## src/rtl/mem_arbiter.sv

```systemverilog
// Two-master memory arbiter: Core (master 0) and loader/debug (master 1) share
// one Memory port. Round-robin on contention, single outstanding transaction,
// per-transaction timeout that completes the owner with an error flag.
module mem_arbiter #(
  parameter int ADDR_WIDTH = 32,
  parameter int DATA_WIDTH = 32,
  parameter int TIMEOUT    = 16
) (
  input  logic                  clk,
  input  logic                  rst,
  input  logic                  m0_rd_i,
  input  logic                  m0_wr_i,
  input  logic [ADDR_WIDTH-1:0] m0_addr_i,
  input  logic [DATA_WIDTH-1:0] m0_data_i,
  output logic [DATA_WIDTH-1:0] m0_data_o,
  output logic                  m0_ack_o,
  output logic                  m0_err_o,
  input  logic                  m1_rd_i,
  input  logic                  m1_wr_i,
  input  logic [ADDR_WIDTH-1:0] m1_addr_i,
  input  logic [DATA_WIDTH-1:0] m1_data_i,
  output logic [DATA_WIDTH-1:0] m1_data_o,
  output logic                  m1_ack_o,
  output logic                  m1_err_o,
  output logic                  mem_rd_o,
  output logic                  mem_wr_o,
  output logic [ADDR_WIDTH-1:0] mem_addr_o,
  output logic [DATA_WIDTH-1:0] mem_data_o,
  input  logic [DATA_WIDTH-1:0] mem_data_i,
  input  logic                  mem_ack_i,
  output logic [1:0]            grant_o,
  output logic                  busy_o
);

  localparam int CW = (TIMEOUT > 2) ? $clog2(TIMEOUT) : 1;
  localparam logic [CW-1:0] LAST_COUNT = CW'(TIMEOUT - 1);

  typedef enum logic {
    IDLE,
    BUSY
  } state_t;

  state_t          state;
  logic            last_grant;  // 0 = master 0 served last, 1 = master 1
  logic            owner;       // master holding the memory port
  logic [CW-1:0]   count;

  logic            req0;
  logic            req1;
  logic            pick1;
  logic            win_wr;
  logic            win_rd;
  logic [ADDR_WIDTH-1:0] win_addr;
  logic [DATA_WIDTH-1:0] win_data;

  // Winner selection: a lone requester wins, contention goes to the master
  // that was not served last. Write beats read within one master.
  always_comb begin
    req0     = m0_rd_i | m0_wr_i;
    req1     = m1_rd_i | m1_wr_i;
    pick1    = req1 & (~req0 | ~last_grant);
    win_wr   = pick1 ? m1_wr_i   : m0_wr_i;
    win_rd   = (pick1 ? m1_rd_i  : m0_rd_i) & ~win_wr;
    win_addr = pick1 ? m1_addr_i : m0_addr_i;
    win_data = pick1 ? m1_data_i : m0_data_i;
  end

  // Arbitration FSM with registered memory strobes and master responses.
  always_ff @(posedge clk or posedge rst) begin
    if (rst) begin
      state      <= IDLE;
      last_grant <= 1'b1;
      owner      <= 1'b0;
      count      <= '0;
      mem_rd_o   <= 1'b0;
      mem_wr_o   <= 1'b0;
      mem_addr_o <= '0;
      mem_data_o <= '0;
      grant_o    <= '0;
      busy_o     <= 1'b0;
      m0_ack_o   <= 1'b0;
      m0_err_o   <= 1'b0;
      m0_data_o  <= '0;
      m1_ack_o   <= 1'b0;
      m1_err_o   <= 1'b0;
      m1_data_o  <= '0;
    end else begin
      m0_ack_o <= 1'b0;
      m0_err_o <= 1'b0;
      m1_ack_o <= 1'b0;
      m1_err_o <= 1'b0;
      case (state)
        IDLE: begin
          if (req0 | req1) begin
            owner      <= pick1;
            last_grant <= pick1;
            grant_o    <= pick1 ? 2'b10 : 2'b01;
            mem_wr_o   <= win_wr;
            mem_rd_o   <= win_rd;
            mem_addr_o <= win_addr;
            mem_data_o <= win_data;
            count      <= '0;
            busy_o     <= 1'b1;
            state      <= BUSY;
          end
        end
        BUSY: begin
          if (mem_ack_i) begin
            // Ack takes priority over a coincident timeout.
            if (owner) begin
              m1_ack_o <= 1'b1;
              if (mem_rd_o) m1_data_o <= mem_data_i;
            end else begin
              m0_ack_o <= 1'b1;
              if (mem_rd_o) m0_data_o <= mem_data_i;
            end
            mem_rd_o <= 1'b0;
            mem_wr_o <= 1'b0;
            grant_o  <= '0;
            busy_o   <= 1'b0;
            state    <= IDLE;
          end else if (count == LAST_COUNT) begin
            if (owner) begin
              m1_ack_o <= 1'b1;
              m1_err_o <= 1'b1;
            end else begin
              m0_ack_o <= 1'b1;
              m0_err_o <= 1'b1;
            end
            mem_rd_o <= 1'b0;
            mem_wr_o <= 1'b0;
            grant_o  <= '0;
            busy_o   <= 1'b0;
            state    <= IDLE;
          end else begin
            count <= count + 1'b1;
          end
        end
        default: state <= IDLE;
      endcase
    end
  end

endmodule
```

## config.mk

```make
export PLATFORM = sky130hd
export DESIGN_NAME = mem_arbiter
export DESIGN_NICKNAME = d
export VERILOG_FILES = /design/src/rtl/mem_arbiter.sv
export SDC_FILE = /design/constraint.sdc
export NUM_CORES = 1
export LEC_CHECK = 0
export BUFFER_PORTS_ARGS = -buffer_cell sky130_fd_sc_hd__buf_2
export CAP_MARGIN = 5
export CELL_PAD_IN_SITES_DETAIL_PLACEMENT = 0
export CELL_PAD_IN_SITES_GLOBAL_PLACEMENT = 2
export CORE_ASPECT_RATIO = 0.75
export CORE_MARGIN = 5
export CORE_UTILIZATION = 26
export DETAILED_ROUTE_END_ITERATION = 7
export GPL_ROUTABILITY_DRIVEN = 0
export PLACE_DENSITY = 0.76
export SLEW_MARGIN = 20
export SYNTH_ARGS = -nofsm -noshare
export SYNTH_HDL_FRONTEND = slang
export SYNTH_SLANG_ARGS = --single-unit
```

## constraint.sdc

```tcl
create_clock -name clk -period 4.7 [get_ports clk]
set_clock_uncertainty 0.05 [all_clocks]
set_input_delay 0.705 -clock clk [delete_from_list [all_inputs] [get_ports clk]]
set_output_delay 0.705 -clock clk [all_outputs]
set_load 0.005 [all_outputs]
```

==> Yosys cells after proc, flatten, opt, wreduce, memory -nomap -nowiden <==
Cells that the tools add are included.
{ "op_classes": {"reduce_logical": 5, "shift": 0, "n_bitwise": 11, "mux": 37, "multipliers": 0, "div": 0, "n_eq_ne": 5, "addsub": 1, "n_lt_le_gt_ge": 0} }
{ "ops": {"columns": ["op", "n"], "rows": [
  ["32-bit 2-to-1 mux", 2],
  ["1-bit 2-to-1 mux", 22],
  ["4-bit 2-to-1 mux", 3],
  ["2-bit 2-to-1 mux", 4],
  ["1-bit case mux with 2 select lines", 4],
  ["4-bit case mux with 2 select lines", 1],
  ["4-bit AND reduction", 2],
  ["2-bit inequality test, second input constant", 3],
  ["1-bit NOT", 5],
  ["4-bit by 1-bit adder with 4-bit output, second input constant", 1],
  ["4-bit equality test, second input constant", 1],
  ["1-bit OR", 4],
  ["2-bit case mux with 2 select lines", 1],
  ["2-bit AND reduction", 2],
  ["3-bit by 2-bit inequality test with 1-bit output, second input constant", 1],
  ["3-bit AND reduction", 1],
  ["1-bit AND", 2]
]} }
{ "totals": {"register_bits": 144, "out_inout_bits": 137, "input_bits": 167, "latch_bits": 0, "wordCells": 75, "n_memories": 0, "rom_bits": 0, "mem_bits_rw": 0} }

==> Longest topological paths before layout <==
{ "logic_depth": {"ltp_word": 9, "ltp_mapped": 5} }

==> Worst setup path after synthesis <==
No wires, ideal clock.
{ "synth_path": {"path_type": "input port to flip-flop", "from": "input port m1_wr_i", "to": "register mem_addr_o[0]", "path_stages": 5, "setup_ps": 126, "required_time_ps": 4524, "path_slack_ps": 2966, "arrival_time_ps": 1558, "path_cell_list": "nor2_2 > o221a_1 > buf_6 > buf_8 > a221o_1"} }
{ "synth_via": {"elab_chain_cells": 3, "elab_cells_between_ends": 5} }
{ "synth_rtl": {"columns": ["element", "line_no", "text"], "rows": [
  ["start: declaration", "19", "input logic m1_wr_i,"],
  ["1-bit OR *", "60", "req1 = m1_rd_i | m1_wr_i;"],
  ["1-bit AND or 1-bit OR (tied branches)", "61, 94", null],
  ["32-bit 2-to-1 mux or 2-bit AND reduction (tied branches)", null, null],
  ["end signal: assignment", "100", "mem_addr_o <= win_addr;"],
  ["end: declaration", "27", "output logic [ADDR_WIDTH-1:0] mem_addr_o,"]
]} }
Mark *: on every way between the ends. The rest lies on a longest branch, timed or not.
A chain may end at the register's enable or synchronous reset.

==> Worst setup path in the final report <==
{ "layout_path": {"from": "input port m1_wr_i", "to": "register mem_addr_o[6]"} }
Same word-level chain as after synthesis.

==> flow_summary.toml <==
[synthesis]
yosysSeqAreaShare_pct = 59.6
yosys_most_used_dff = "dfrtp_1"
synth_edf_count = 0
yosys.area.top_type = "dfrtp_1"
synth_area_mm2 = 0.00604
ys_warn_count = 0
async_flop_share_pct = 100
synth-seq-cells = 144
netlist-cell-type-count = 38
synth_top_area_share_pct = 59.2
synth_area_leaders = "dfrtp_1, mux2_2, a221o_1"
synth_nets = 596
syn_area_per_cell_um2 = 14.1
synthCells = 428

[global_route]
grt_pass1_wl_um = 31100
antenna_found_initial = 3
gr-total-overflow = 0
grt_pass1_vias = 5260
grt_usage_pct = 15.1
grt_max_degree = 76

[worst_setup_path]
r2r-end = "mem_addr_o[6]$_DFFE_PP0P_"
reg2reg_from = "last_grant$_DFFE_PP1P_"
cp.required_ns = 5.00
cp.arrival_ns = 2.51
endpoint = "mem_addr_o[6]$_DFFE_PP0P_"
end_kind = "register"
start_kind = "primary input"
worstRegToRegCells = 3
r2r_slack_ns = 2.57
crit_start = "m1_wr_i"
critPathKind = "primary input to register"
crit_fanout = 33

[final_layout]
area_growth_syn_to_layout_pct = 38.5
fin_area_mm2 = 0.00837
nets = 893
insertedDiodeCount = 0
layout-drive-gt1-share_pct = 56.9
finalNonFillerCells = 1038

[routing]
finalWirelength_um = 20000
ant_nets = 0
viasPerCell = 4.68
drt_pass1_iterations = 4
drc_errors = 0
drt_iter0_drc = 213
wl_per_cell_um = 19.3
vias = 4855

[clock_tree]
cts_max_level = 4
cts_buffers = 17
clock_path_buffers = 2
cts_tree = "done"
cts_root_buffer = "clkbuf_16"
clk_latency_ns = 0.41
postCtsSetupRepairBufs = 0
cts-resized-gates = 0
cts_sinks = 144
hold_buffers = 0
clk_pin_slew_worst_paths_ns = 0.06

[placed_design]
dp_cells = 1006
hpwl_um = 14600
dpl_cell_area_mm2 = 0.00779
port_buffers = 303

[status]
status = "finished clean"

[job]
maxCapViolations = 0

[timing]
finalMaxSlewViolations = 0
setup_viol = 0
worst_slew_pin_slew_ns = 0.974
rsz0062_at_grt = "no"
hold_viol = 0
min_period_over_period_pct = 47.0
setup_tns_ns = 0
timing.fmax_mhz = 452
relSlewSlack_pct = 34.4
post-route-min-period_ns = 2.21

[power]
vdd_drop_max_mv = 0.214
power_density_mw_per_mm2 = 666
leakage_nw = 4.15

[floorplan]
start_util_pct = 26.3
die_w_um = 186
core_region_area_mm2 = 0.0229
die_area_mm2 = 0.0264
ios = 304
row_count = 48
die_y_um = 142

[min_path]
hold_class = "primary input to async pin"
stage by stage:
step	utilization [%]	power, mW	hold slack, ns	setup slack [ns]
after CTS	36.5	5.67	0.367	2.49
after detailed placement	33.9	4.30	0.415	2.04
after global placement	33.9	4.26	0.406	2.12
final	36.5	5.58	0.332	2.49
after global routing	36.5	6.00	0.388	2.38
after floorplan	-	3.35	0.421	0.0804
worst min path at each step:
| stage | end | slack [ns] | cells past startpoint |
|---|---|---|---|
| 3_3_place_gp | busy_o$_DFFE_PP0P_ | 0.41 | 1 |
| 6_report | m1_data_o[15]$_DFFE_PP0P_ | 0.33 | 2 |
| 3_5_place_dp | busy_o$_DFFE_PP0P_ | 0.42 | 1 |
| 2_1_floorplan | m0_ack_o$_DFF_PP0_ | 0.42 | 1 |
| 4_1_cts | m1_data_o[17]$_DFFE_PP0P_ | 0.37 | 2 |
| 5_1_grt | m0_data_o[15]$_DFFE_PP0P_ | 0.39 | 2 |
power by group:
group          switching [mW]  internal, mW  total (mW)
clock network           0.549         0.799        1.35
registers               0.307          1.83        2.14
logic                   0.968          1.12        2.09
total                    1.82          3.75        5.58
layout make-up:
class / count / area [um2]
multi-input cells: 242 / 2180
repair buffers: 313 / 1590
flip-flops and latches: 144 / 3610
clock buffers: 20 / 447
clock inverters: 12 / 135
inverters: 7 / 31.3
well taps: 300 / 375
fillers: 2316 / 14600
Yosys cell counts (all sizes together) (2+ instances only):
cell type  number
a211oi          2
a21o            3
a221o          62
a2bb2oi         2
a31o            2
buf            24
clkbuf         11
dfrtp         143
inv             7
mux2           64
mux2i           2
nand3           6
nand4           2
nor2            5
nor2b           2
nor3            4
nor4            2
o21a           66
o21ai           8
layout by cell type (no fill, tap or decap), types with 4 or more instances in the layout:
| cell type | Yosys | routed |
|---|---|---|
| buf_2 | 14 | 303 |
| dfrtp_1 | 143 | 142 |
| o21a_1 | 66 | 66 |
| mux2_2 | 64 | 64 |
| a221o_1 | 59 | 59 |
| clkbuf_16 | 0 | 17 |
| buf_4 | 1 | 10 |
| inv_1 | 7 | 6 |
| nand3_1 | 6 | 6 |
| o21ai_0 | 5 | 5 |
| nor2_1 | 4 | 4 |
| clkinvlp_4 | 0 | 4 |
worst max-delay path: stages:
cell,delay [ns]
buf_2,0.14
nor2_2,0.20
o221a_2,0.73
buf_4,0.48
a221o_1,0.22
state kept, by name (all words and copies together) (netlist names):
register / flops
mem_data_o: 32
grant_o: 2
busy_o: 1
owner: 1
mem_rd_o: 1
mem_addr_o: 32
m1_err_o: 1
m0_err_o: 1
m0_ack_o: 1
last_grant: 1
m1_ack_o: 1
count: 4
m1_data_o: 32
mem_wr_o: 1
m0_data_o: 32
state: 1
layer usage:
metal  share of wire (%)  global-route usage [%]  vias to the layer above
met5                0.13                       0                        -
met4                 1.3                    3.37                        6
met3                 8.4                    5.85                       24
met2                  47                    23.7                      188
met1                  43                    20.0                     2392
li1                    -                       -                     2245
logic make-up after synthesis:
group	synth area share, %
AOI/OAI and AO/OA	21.2
adders and majority gates	0.207
buffers and inverters	4.33
DFF	59.6
muxes	12.3
and+or+nand+nor	2.36
(Power assumes the default switching activity.)
